File: src/rtl/slowclock_pkg.sv
// Shared types and default constants for the slow-clock rate controller.
// Default half-periods target the 100 MHz board clock.
package slowclock_pkg;

  typedef enum logic [1:0] {
    IDLE  = 2'b00,
    PAUSE = 2'b01,
    RUN   = 2'b10,
    STEP  = 2'b11
  } sc_state_e;

  localparam int DEF_CNT_W = 26;
  localparam int DEF_HALF0 = 67_108_863;
  localparam int DEF_HALF1 = 33_554_431;
  localparam int DEF_HALF2 = 16_777_215;
  localparam int DEF_HALF3 = 8_388_607;

endpackage

File: src/rtl/slowclock_rate_controller_if.sv
// Control/status bundle between the debouncers, the rate controller
// and the display datapath.
interface slowclock_rate_controller_if;
  import slowclock_pkg::*;

  logic [1:0] rate_sel;
  logic       run;
  logic       step;
  logic       slowclock;
  logic       tick;
  sc_state_e  state;
  logic [1:0] rate_active;

  modport master (
    output rate_sel,
    output run,
    output step,
    input  slowclock,
    input  tick,
    input  state,
    input  rate_active
  );

  modport slave (
    input  rate_sel,
    input  run,
    input  step,
    output slowclock,
    output tick,
    output state,
    output rate_active
  );

endinterface

File: src/rtl/slowclock_div_core.sv
// Half-period counter plus toggle register; each half lasts h+1 cycles.
// tick is registered alongside the rising toggle.
module slowclock_div_core
  import slowclock_pkg::*;
#(
  parameter int CNT_W = DEF_CNT_W
) (
  input  logic             clock,
  input  logic             reset_n,
  input  logic             enable,
  input  logic             clear,
  input  logic [CNT_W-1:0] h,
  output logic             slowclock,
  output logic             tick,
  output logic             at_boundary
);

  logic [CNT_W-1:0] count;
  logic             at_term;

  assign at_term     = (count == h);
  assign at_boundary = enable && at_term && slowclock;

  always_ff @(posedge clock or negedge reset_n) begin
    if (!reset_n) begin
      count     <= '0;
      slowclock <= 1'b0;
      tick      <= 1'b0;
    end else if (clear) begin
      count     <= '0;
      slowclock <= 1'b0;
      tick      <= 1'b0;
    end else if (enable) begin
      if (at_term) begin
        count     <= '0;
        slowclock <= ~slowclock;
        tick      <= ~slowclock;
      end else begin
        count     <= count + 1'b1;
        tick      <= 1'b0;
      end
    end else begin
      tick <= 1'b0;
    end
  end

endmodule

File: src/rtl/slowclock_rate_controller.sv
// Run/pause/single-step FSM and rate register for the slow-clock divider.
// New rates are loaded only on entry or at a falling-edge boundary.
module slowclock_rate_controller
  import slowclock_pkg::*;
#(
  parameter int CNT_W = DEF_CNT_W,
  parameter int HALF0 = DEF_HALF0,
  parameter int HALF1 = DEF_HALF1,
  parameter int HALF2 = DEF_HALF2,
  parameter int HALF3 = DEF_HALF3
) (
  input  logic                         clock,
  input  logic                         reset_n,
  slowclock_rate_controller_if.slave   bus
);

  sc_state_e        state_q;
  sc_state_e        state_d;
  logic [1:0]       rate_q;
  logic [1:0]       rate_d;
  logic [CNT_W-1:0] h;
  logic             active;
  logic             at_boundary;

  always_comb begin
    h = CNT_W'(HALF0);
    unique case (rate_q)
      2'd0:    h = CNT_W'(HALF0);
      2'd1:    h = CNT_W'(HALF1);
      2'd2:    h = CNT_W'(HALF2);
      2'd3:    h = CNT_W'(HALF3);
      default: h = CNT_W'(HALF0);
    endcase
  end

  assign active = (state_q == RUN) || (state_q == STEP);

  // step is only honoured from a stopped state; run always wins
  always_comb begin
    state_d = state_q;
    rate_d  = rate_q;
    unique case (state_q)
      IDLE, PAUSE: begin
        if (bus.run) begin
          state_d = RUN;
          rate_d  = bus.rate_sel;
        end else if (bus.step) begin
          state_d = STEP;
          rate_d  = bus.rate_sel;
        end
      end
      RUN, STEP: begin
        if (at_boundary) begin
          if (bus.run) begin
            state_d = RUN;
            rate_d  = bus.rate_sel;
          end else begin
            state_d = PAUSE;
          end
        end
      end
      default: state_d = IDLE;
    endcase
  end

  always_ff @(posedge clock or negedge reset_n) begin
    if (!reset_n) begin
      state_q <= IDLE;
      rate_q  <= 2'd0;
    end else begin
      state_q <= state_d;
      rate_q  <= rate_d;
    end
  end

  slowclock_div_core #(
    .CNT_W (CNT_W)
  ) u_core (
    .clock       (clock),
    .reset_n     (reset_n),
    .enable      (active),
    .clear       (!active),
    .h           (h),
    .slowclock   (bus.slowclock),
    .tick        (bus.tick),
    .at_boundary (at_boundary)
  );

  assign bus.state       = state_q;
  assign bus.rate_active = rate_q;

endmodule

File: src/flat_wrapper.sv
// flat-port wrapper written by rule: the top's interface ports become plain ports
module slowclock_rate_controller_flat import slowclock_pkg::*;
#(
  parameter int CNT_W = DEF_CNT_W,
  parameter int HALF0 = DEF_HALF0,
  parameter int HALF1 = DEF_HALF1,
  parameter int HALF2 = DEF_HALF2,
  parameter int HALF3 = DEF_HALF3
)
  (clock, reset_n, bus_rate_sel, bus_run, bus_step, bus_slowclock, bus_tick, bus_state, bus_rate_active);
  slowclock_rate_controller_if bus_i ();
  input  logic clock;
  input  logic reset_n;
  input wire logic [$bits(bus_i.rate_sel)-1:0] bus_rate_sel;
  input wire logic [$bits(bus_i.run)-1:0] bus_run;
  input wire logic [$bits(bus_i.step)-1:0] bus_step;
  output wire logic [$bits(bus_i.slowclock)-1:0] bus_slowclock;
  output wire logic [$bits(bus_i.tick)-1:0] bus_tick;
  output wire logic [$bits(bus_i.state)-1:0] bus_state;
  output wire logic [$bits(bus_i.rate_active)-1:0] bus_rate_active;
  assign bus_i.rate_sel = bus_rate_sel;
  assign bus_i.run = bus_run;
  assign bus_i.step = bus_step;
  assign bus_slowclock = bus_i.slowclock;
  assign bus_tick = bus_i.tick;
  assign bus_state = bus_i.state;
  assign bus_rate_active = bus_i.rate_active;
  slowclock_rate_controller #(.CNT_W(CNT_W), .HALF0(HALF0), .HALF1(HALF1), .HALF2(HALF2), .HALF3(HALF3)) u_core (.clock(clock), .reset_n(reset_n), .bus(bus_i));
endmodule
File: config.mk
export PLATFORM = sky130hd
export DESIGN_NAME = slowclock_rate_controller_flat
export DESIGN_NICKNAME = d
export VERILOG_FILES = /design/src/rtl/slowclock_pkg.sv /design/src/rtl/slowclock_rate_controller_if.sv /design/src/rtl/slowclock_div_core.sv /design/src/rtl/slowclock_rate_controller.sv /design/src/flat_wrapper.sv
export SDC_FILE = /design/constraint.sdc
export NUM_CORES = 1
export LEC_CHECK = 0
export CAP_MARGIN = 10
export CORE_UTILIZATION = 60
export CTS_CLUSTER_SIZE = 16
export DETAILED_ROUTE_END_ITERATION = 8
export GPL_ROUTABILITY_DRIVEN = 1
export HOLD_SLACK_MARGIN = 0.05
export PLACE_DENSITY = 0.91
export SLEW_MARGIN = 10
export SYNTH_ARGS = -nofsm -noshare
export SYNTH_HDL_FRONTEND = slang
export SYNTH_SLANG_ARGS = --single-unit
File: constraint.sdc
create_clock -name clock -period 4.6 [get_ports clock]
set_clock_uncertainty 0.1 [all_clocks]
set_input_delay 0.92 -clock clock [delete_from_list [all_inputs] [get_ports clock]]
set_output_delay 0.92 -clock clock [all_outputs]
set_load 0.01 [all_outputs]
==> results.md <==
* Status: complete, no violations
* DP HPWL at 1980 um
* Post-synth EDFFs at 0
* Primary FF master, synth: dfrtp_1
* First-pass GRT wire length at 4600 um
* CP endpoint kind: primary output
* Worst setup SP type: register
* Post-synth top area share at 50.3%
* P_leak at 0.829 nW
* Crit path buf inv count at 1
* Vias/cell at between 5 and 6
* Syn_nets at ~160
* Synth unique cells at 29
* Slowest Stage Delay on Critical Path at ~0.6 ns
* Share of layout cells above drive strength 1 at 9.30%
* ANT nets after route at 0
* RePlAce Congestion at 0.798
* Worst r2r dst: u_core.u_core.count[15]
* Post-synth ARST share at 100%
* Total gr overflow at 0
* Overall Global Routing Usage at 24.0%
* Remaining DRCs at 0
* Clock Tree Root: clkbuf_4
* Final TNS setup at 0 ns
* DRT Wirelength at 2860 um
* Critical R2R Launch: u_core.u_core.count[0]
* Hold Buf Count CTS at 0
* Mux cell area share after synthesis at 2.04%
* Largest family of logic cells by synthesized area: simple AND/OR/NAND/NOR gates
* Slowest-stage cell, CP: clkdlybuf4s50_1
* Clock Latency Late Sink at 0.34 ns
* Initial core utilization at 63.7%
* Tmin final at 2.43 ns
* Pwr Density at approximately 350 nW/um2
* Max IR drop VDD at approximately 0.43 mV
* Die height at 53.5 um
* Cell family with most CP delay: buffers and inverters
* Final #Nets at 179
* Synth Instances at 155
* Number of global-route vias before repair at approximately 1,000
* Core Area at 2500 um2
* Synth Register Bits at 32
* Final Instance Area at 1800 um2
* Worst rel slew slack at 54.5%
* MaxCap Viol Count at 0
* Max frequency at between 400 and 500 MHz
* Wire per inst at 14.2 um
* Postcts setup bufs at 0
* Num ports at 12
* Die X-Extent at 53.5 um
* Syn Std Cell Area at ~1600 um2
* Crit Path Class: register to primary output
* N_diodes at 0
* Vias at between 1,000 and 1,500
* Initial antenna violation count at 0
* H-tree level count at 2
* Cell taking the most area after synthesis: dfrtp_1
* Slew @ Worst Pin at 0.681 ns
* Synth top cells by count: dfrtp_1, nor2_1, xor2_1
* # clock sinks at 32
* Clock transition at path regs at 0.10 ns
* Fin worst setup slack at approximately 2.2 ns
* CTS tree: built
* Xor/xnor share of the synthesized area at about 14%
* Setup slack, reg-to-reg at 2.21 ns
* Synth area leaders: dfrtp_1, xor2_1, nor2_1, xnor2_1, nand3_1
* Num CTS Buffers at 5
* Initial DRT Pass Iterations at 4
* Reg2Reg Depth at 6
* Crit-path cells: clkdlybuf4s50_1
* Worst Hold Class: register to register
* Complex-gate fraction of the synthesized area at 5.42%
* Worst hold endpoint: u_core.u_core.count[0]
* Synth Area in Adders at less than 1%
* DP Worst Slack at 2.25 ns
* CP required at 3.58 ns
* Post-synthesis average cell area at 10.3 um2
* Port Buffers at 11
* Area Overhead vs Synth at 13.2%
* Worst endpoint data arrival time at 1.41 ns
* Rows at 18
* Pin count of the biggest net entering global routing at 25
* Hold depth at 1
* Seq/Total Area, Yosys at 50.3%
* Final worst-path cycle share at 52.9%
* Max-slew violation count at 0
* Clock Path Buffers at 2
* Count of final setup violators at 0
* Synth Area in Simple Gates at 25.9%
* Post_cts resized at 0
* Die area at 2860 um2
* Worst-path fanout max at 8
* RSZ-0062 raised after global routing: no
* Ys Warns at 0
* Cell Area, Placed at between 1500 and 2000 um2
* Hold Crit Start: u_core.u_core.count[0]
* Fin. Hold Viols at 0
* Drt first-iter violations at 20
* Final Total Pwr at 0.639 mW
-- power breakdown --
part	total, mW	leakage, nW	internal, mW	switching (mW)
Combinational	0.106	0.370	0.0524	0.0540
Sequential	0.351	0.422	0.313	0.0376
Clock	0.181	0.0374	0.0866	0.0948
Total	0.639	0.829	0.452	0.186
-- cell type report --
class | instances | area, um2
sequential | 32 | 801
multi-input combinational | 116 | 762
fill | 176 | 698
timing repair buffer | 12 | 118
clock buffer | 7 | 65.1
tap | 30 | 37.5
inverter | 5 | 18.8
-- cell usage in the layout, fill, tap and decap left out --
cell	instances
mux2_1	2
nand2_1	7
nand3_1	12
clkbuf_4	5
o21ai_0	2
ha_1	1
nor3_1	4
and4_1	2
clkdlybuf4s50_1	11
nor2_1	32
o2111ai_4	1
inv_1	4
nand2b_1	2
clkinv_1	1
nor3_2	1
nor2_2	1
and3_1	8
nor4_1	1
xnor2_1	9
or3_1	1
nor3_4	1
mux2i_1	1
nand3_2	1
nand4_1	6
nor3b_2	1
o22ai_2	1
o21ai_1	2
xor2_1	16
a2111oi_4	1
clkbuf_8	2
buf_4	1
dfrtp_1	32
-- metrics by stage --
step / hold WS, ns / utilization, % / std cells
after detailed placement: 0.378 / 69.5 / 195
after floorplan: 0.355 / - / 155
after global placement: 0.366 / 69.5 / 195
after global routing: 0.424 / 72.1 / 202
after CTS: 0.391 / 72.1 / 202
final: 0.394 / 72.1 / 202
-- worst max path at each step --
stage / start / end / slack (ns) / depth (start not counted)
after global routing: u_core.u_core.count[0] / u_core.u_core.count[8] / 2.05 / 6
final: u_core.bus.state[1] / bus_state[1] / 2.17 / 1
after CTS: u_core.bus.state[1] / bus_state[1] / 2.15 / 1
after detailed placement: u_core.u_core.count[0] / u_core.u_core.count[15] / 2.25 / 6
after floorplan: u_core.u_core.count[0] / u_core.bus.rate_active[0] / 2.63 / 6
after global placement: u_core.u_core.count[0] / u_core.u_core.count[23] / 2.35 / 6
-- cells by family (layout without fill, tap and decap cells) --
logic type               Yosys count  count (layout)
flip-flops                        32              32
adder cells (fa/ha/maj)            1               1
AO/OA/AOI/OAI                      7               7
buffers and inverters              7              24
XOR/XNOR                          25              25
AND/OR/NAND/NOR                   80              80
multiplexers                       3               3
-- routing by layer --
metal  share of wire, %  global-route usage [%]  up-vias
li1                   -                       -      564
met1                 47                    28.8      536
met2                 47                    37.7       14
met3                4.2                    9.77        8
met4                1.9                    10.5        0
met5                  0                       0        -
-- flip-flops by register name, summed over array words and instances, names as in the netlist --
name / cells
u_core.u_core.count: 26
u_core.bus.rate_active: 2
u_core.bus.state: 2
u_core.u_core.slowclock: 1
u_core.u_core.tick: 1
-- worst register-to-register path, stage by stage (launching register included) --
cell	delay, ns
dfrtp_1	0.40
ha_1	0.21
nand3_1	0.15
nor3_4	0.41
o2111ai_4	0.25
nand2_1	0.59
nor2_1	0.13
Note: power is estimated with default switching activity, not from simulation.
